File: src/rtl/serdes_pkg.sv
// -----------------------------------------------------------------------------
// serdes_pkg
// Shared definitions for the serializer/deserializer family (PISO, SIPO and
// the framers built on top of them).
//   serdes_state_t : two-state FSM encoding used by the shifting stages
//   clog2()        : elaboration-time counter width helper
// -----------------------------------------------------------------------------
package serdes_pkg;

  typedef enum logic {
    ST_IDLE  = 1'b0,
    ST_SHIFT = 1'b1
  } serdes_state_t;

  // Number of bits needed to count 0..value-1. Returns at least 1 so that a
  // counter declared with this width is always legal.
  function automatic int clog2(input int value);
    int r;
    r = 1;
    for (int i = 1; i < 31; i++) begin
      if ((1 << i) < value) r = i + 1;
    end
    return r;
  endfunction

endpackage

File: src/rtl/piso_serializer.sv
// -----------------------------------------------------------------------------
// piso_serializer
// Parallel-in / serial-out stage feeding the SIPO deserializer. A WIDTH-bit
// word is accepted through a valid/ready handshake and sent one bit per clock
// (MSB first when MSB_FIRST=1, LSB first otherwise). Consecutive words can be
// sent with no gap: a new word is accepted on the edge that ends the frame.
//
// Ports
//   clk          rising-edge clock
//   rst          asynchronous active-low reset
//   load_valid   load_data holds a word to send
//   load_data    word to serialize (sampled only on an accepting edge)
//   load_ready   combinational: a word can be accepted this cycle
//   serial_out   registered serial bit
//   serial_valid serial_out carries a frame bit
//   frame_start  pulse on the first bit of a frame
//   frame_done   pulse on the last bit of a frame
//   busy         high while a frame is in flight
// -----------------------------------------------------------------------------
module piso_serializer
  import serdes_pkg::*;
#(
  parameter int WIDTH     = 4,
  parameter bit MSB_FIRST = 1'b1
) (
  input  logic             clk,
  input  logic             rst,
  input  logic             load_valid,
  input  logic [WIDTH-1:0] load_data,
  output logic             load_ready,
  output logic             serial_out,
  output logic             serial_valid,
  output logic             frame_start,
  output logic             frame_done,
  output logic             busy
);

  localparam int CNT_W = clog2(WIDTH);
  localparam logic [CNT_W-1:0] CNT_LAST = CNT_W'(WIDTH - 1);

  serdes_state_t    state_reg;
  logic [WIDTH-1:0] shreg_reg;
  logic [CNT_W-1:0] cnt_reg;
  logic             serial_out_reg;
  logic             serial_valid_reg;
  logic             frame_start_reg;
  logic             frame_done_reg;
  logic             busy_reg;

  logic             at_last;
  logic             xfer;
  logic [CNT_W-1:0] cnt_inc;
  logic [WIDTH-1:0] shreg_shifted;
  logic             load_head;
  logic             shifted_head;

  assign at_last    = (state_reg == ST_SHIFT) && (cnt_reg == CNT_LAST);
  assign load_ready = (state_reg == ST_IDLE) || at_last;
  assign xfer       = load_valid && load_ready;
  assign cnt_inc    = cnt_reg + CNT_W'(1);

  // Head bit is the one currently on the wire; the shift moves the next bit
  // into the head position and zero-fills from the far end.
  always_comb begin
    if (MSB_FIRST) begin
      shreg_shifted = {shreg_reg[WIDTH-2:0], 1'b0};
      load_head     = load_data[WIDTH-1];
      shifted_head  = shreg_reg[WIDTH-2];
    end else begin
      shreg_shifted = {1'b0, shreg_reg[WIDTH-1:1]};
      load_head     = load_data[0];
      shifted_head  = shreg_reg[1];
    end
  end

  always_ff @(posedge clk or negedge rst) begin
    if (!rst) begin
      state_reg        <= ST_IDLE;
      shreg_reg        <= '0;
      cnt_reg          <= '0;
      serial_out_reg   <= 1'b0;
      serial_valid_reg <= 1'b0;
      frame_start_reg  <= 1'b0;
      frame_done_reg   <= 1'b0;
      busy_reg         <= 1'b0;
    end else if (xfer) begin
      // Covers both a fresh start from IDLE and a back-to-back reload on the
      // last bit of the previous frame.
      state_reg        <= ST_SHIFT;
      shreg_reg        <= load_data;
      cnt_reg          <= '0;
      serial_out_reg   <= load_head;
      serial_valid_reg <= 1'b1;
      frame_start_reg  <= 1'b1;
      frame_done_reg   <= 1'b0;
      busy_reg         <= 1'b1;
    end else if (state_reg == ST_SHIFT) begin
      if (at_last) begin
        state_reg        <= ST_IDLE;
        shreg_reg        <= '0;
        cnt_reg          <= '0;
        serial_out_reg   <= 1'b0;
        serial_valid_reg <= 1'b0;
        frame_start_reg  <= 1'b0;
        frame_done_reg   <= 1'b0;
        busy_reg         <= 1'b0;
      end else begin
        shreg_reg       <= shreg_shifted;
        cnt_reg         <= cnt_inc;
        serial_out_reg  <= shifted_head;
        frame_start_reg <= 1'b0;
        frame_done_reg  <= (cnt_inc == CNT_LAST);
      end
    end
  end

  assign serial_out   = serial_out_reg;
  assign serial_valid = serial_valid_reg;
  assign frame_start  = frame_start_reg;
  assign frame_done   = frame_done_reg;
  assign busy         = busy_reg;

endmodule
File: config.mk
export PLATFORM = sky130hd
export DESIGN_NAME = piso_serializer
export DESIGN_NICKNAME = d
export VERILOG_FILES = /design/src/rtl/serdes_pkg.sv /design/src/rtl/piso_serializer.sv
export SDC_FILE = /design/constraint.sdc
export NUM_CORES = 1
export LEC_CHECK = 0
export CORE_AREA = 2 2 39 41
export DETAILED_ROUTE_END_ITERATION = 12
export DIE_AREA = 0 0 41 43
export HOLD_SLACK_MARGIN = 0.12
export PLACE_DENSITY_LB_ADDON = 0.05
export SLEW_MARGIN = 5
export SYNTH_ARGS = -nofsm -noshare
export SYNTH_HDL_FRONTEND = slang
export SYNTH_SLANG_ARGS = --single-unit
File: constraint.sdc
create_clock -name clk -period 1.9 [get_ports clk]
set_input_delay 0.475 -clock clk [delete_from_list [all_inputs] [get_ports clk]]
set_output_delay 0.475 -clock clk [all_outputs]
set_load 0.01 [all_outputs]
==> metrics <==
outcome completed; M1 GR Usage 18.4%; headroom to the max-slew limit 69.5%; quantity of I/O buffers inserted on ports 12; critical path's top delay family flip-flops; source-to-sink clock delay at the later pin of the worst-skew pair 0.26 ns; master of the slowest instance on the critical path sky130_fd_sc_hd__dfrtp_1; number of cells on the worst hold path 1; flip-flop count of the largest register after layout 3; Post-Synthesis Net Count between 50 and 60; clock-pin slew on the worst setup and hold paths ~0.060 ns; Std-Cell Core Area about 1400 µm²; fin nets 75; Setup violations, final 0; detail-routed net length per standard cell around 12 µm; Area Growth Syn to Fin 45.2%; worst hold path type reg -> reg; fraction of final layout cells sized beyond drive strength 1 18.8%; post-DR vias/cell approximately 4.7; peak-usage layer in the global routing report met2; Cell Area, Synth roughly 450 µm²; portion of the post-synthesis area used by sequential elements a little under three fifths; number of antenna cells inserted 0; most frequent cells after synthesis sky130_fd_sc_hd__dfrtp_1, sky130_fd_sc_hd__nand2_1; Crit path buffers/inverters 2; H-tree levels 1; most repeated cell in the gate-level netlist after synthesis sky130_fd_sc_hd__dfrtp_1; clock net sink count 10; proportion of register bits with asynchronous set or reset after synthesis 100%; worst clock skew on the final layout a little under 0.004 ns; number of antenna-violating nets in the routed design 0; count of boundary I/O pins 13; root buffer cell sky130_fd_sc_hd__clkbuf_4; reg2reg setup slack slightly below 0.5 ns; WS Path Type reg -> out; post-placement worst setup slack about 0.060 ns; drt first pass iters 3; aggregate global routing overflow 0; violation count after the first detailed-routing iteration 5; overall die width between 40 and 50 µm; Hold Fails Final Rpt 0; count of flip-flops with a built-in enable after synthesis 0; pin count of the biggest net entering global routing 11; clock tree from TritonCTS yes; terminating pin of the worst hold path shreg_reg[0]; DIE AREA 1760 µm²; cell row count 14; data arrival time of the critical path roughly 1.4 ns; DRC viols 0; via count of the first global-routing pass between 400 and 500; startpoint type of the worst setup path flop; Avg Cell Area, Syn between 10 and 15 µm²; worst setup slack after layout roughly 0.055 ns; routed via count 378; flop and latch count out of synthesis 10; share of the clock period used by the worst path after layout between 90 and 100%; wire length after detailed routing between 900 and 1000 µm; startpoint of the most critical register-to-register path cnt_reg[0]; worst-margin pin slew 0.456 ns; cell types with the largest area share after synthesis sky130_fd_sc_hd__dfrtp_1, sky130_fd_sc_hd__nand2_1, sky130_fd_sc_hd__ha_1; number of standard cells after synthesis 44; CTS Hold Bufs 0; Synth warnings 0; Initial Utilization approximately a third; number of max-capacitance violations reported 0; share of the synthesized area in the top cell type between 50% and 60%; gpl congestion about 0.67; fraction of met3 tracks used by global routing ~3.7%; highest achievable clock rate about 540 MHz; total global-route track usage 15.3%; detailed placement HPWL about 700 µm; GRT met2 Usage a little under a quarter; flip-flop cell with the highest count after synthesis sky130_fd_sc_hd__dfrtp_1; source of the worst hold timing path shreg_reg[0]; number of clock buffers inserted by TritonCTS 3; IR drop worst, VDD roughly 0.77 mV; series of cell instances along the critical path ha_1 > and2b_4 > inv_4 > clkdlybuf4s15_1; max-slew violation count 0; count of different cell masters after synthesis 18; crit end category output pin; minimum period implied by the final worst setup slack ~1.8 ns; RSZ-0062 raised after global routing false; cell taking the most area after synthesis sky130_fd_sc_hd__dfrtp_1; worst reg2reg path depth 5; number of antenna violations at the first check in global routing 0; static leakage power 0.320 nW; first-pass GRT wire length roughly 1700 µm; sum of negative setup slack 0 ns; critical-path maximum fanout 2; required time reported for the critical path endpoint between 1 and 1.5 ns; power density relative to cell area between 1500 and 2000 nW/µm²; Final Total Pwr 0.00108 W; worst flop-to-flop path endpoint shreg_reg[0]; vertical die dimension between 40 and 50 µm; maximum clock insertion buffer count 2; slowest stage delay, CP roughly 0.39 ns
## power breakdown
group | total [W] | switching (W) | leakage (nW) | internal [W]
clock | 0.000141 | 0.0000678 | 0.0138 | 0.0000730
sequential | 0.000361 | 0.0000555 | 0.125 | 0.000306
combinational | 0.000580 | 0.000259 | 0.182 | 0.000321
## kinds of logic (layout without fill, tap and decap cells)
kind of cell	Yosys count	after routing	share of synthesized area, %
fa+ha+maj	2	2	5.54
flops	10	10	55.4
simple gates	15	15	15.2
buf+inv	6	26	6.37
mux	2	2	4.43
compound gates	9	9	13.0
## metal layers
layer | up-vias | routed length [µm]
met4 | 0 | 6
met2 | 12 | 489
met3 | 2 | 54
li1 | 189 | -
met1 | 175 | 399
met5 | - | 0
## repair_timing
item	4_1_cts	5_1_grt
gates resized for setup	2	0
buffers inserted	3	0
setup endpoints to repair	1	0
## final cells by class
cell class	count	area, µm²
tap	16	20.0
clock buffer	3	22.5
multi-input combinational	28	173
timing repair buffer	19	173
fill	136	728
inverter	4	17.5
sequential	10	250
## how the worst max path moves through the flow
| stage | start | endpoint | slack (ns) | depth (start not counted) |
|---|---|---|---|---|
| floorplan | cnt_reg[0] | load_ready | 0.51 | 3 |
| global placement | cnt_reg[1] | load_ready | 0.07 | 4 |
| detailed placement | cnt_reg[1] | load_ready | 0.06 | 4 |
| CTS | cnt_reg[0] | load_ready | 0.05 | 4 |
| global route | cnt_reg[0] | load_ready | 0.006 | 4 |
| finish | cnt_reg[0] | load_ready | 0.06 | 4 |
## through the flow
stage | hold WS [ns] | area, µm² | utilization (%) | instances
after global routing | 0.521 | 656 | 47.4 | 80
final | 0.490 | 656 | 47.4 | 80
after CTS | 0.496 | 656 | 47.4 | 80
after floorplan | 0.179 | 452 | - | 44
after global placement | 0.482 | 611 | 44.1 | 74
after detailed placement | 0.482 | 611 | 44.1 | 74
## cells in the final DEF, fill, tap and decap left out
| master | instances |
|---|---|
| sky130_fd_sc_hd__nand2_1 | 7 |
| sky130_fd_sc_hd__clkdlybuf4s15_1 | 1 |
| sky130_fd_sc_hd__and2b_4 | 1 |
| sky130_fd_sc_hd__inv_1 | 3 |
| sky130_fd_sc_hd__nor2_1 | 3 |
| sky130_fd_sc_hd__a21oi_1 | 1 |
| sky130_fd_sc_hd__clkbuf_4 | 3 |
| sky130_fd_sc_hd__buf_4 | 7 |
| sky130_fd_sc_hd__o21ai_0 | 2 |
| sky130_fd_sc_hd__dfrtp_1 | 10 |
| sky130_fd_sc_hd__a32o_1 | 1 |
| sky130_fd_sc_hd__o22ai_1 | 1 |
| sky130_fd_sc_hd__nand3_1 | 3 |
| sky130_fd_sc_hd__nand2b_1 | 1 |
| sky130_fd_sc_hd__clkdlybuf4s50_1 | 11 |
| sky130_fd_sc_hd__inv_4 | 1 |
| sky130_fd_sc_hd__mux2i_1 | 2 |
| sky130_fd_sc_hd__ha_1 | 2 |
| sky130_fd_sc_hd__a22oi_1 | 3 |
| sky130_fd_sc_hd__o21ai_1 | 1 |
## worst reg2reg max path: stages (launching register included)
cell and delay, ns:
sky130_fd_sc_hd__dfrtp_1 0.39, sky130_fd_sc_hd__ha_1 0.21, sky130_fd_sc_hd__and2b_4 0.27, sky130_fd_sc_hd__inv_4 0.03
sky130_fd_sc_hd__buf_4 0.15, sky130_fd_sc_hd__a32o_1 0.25
(Power assumes the default switching activity.)
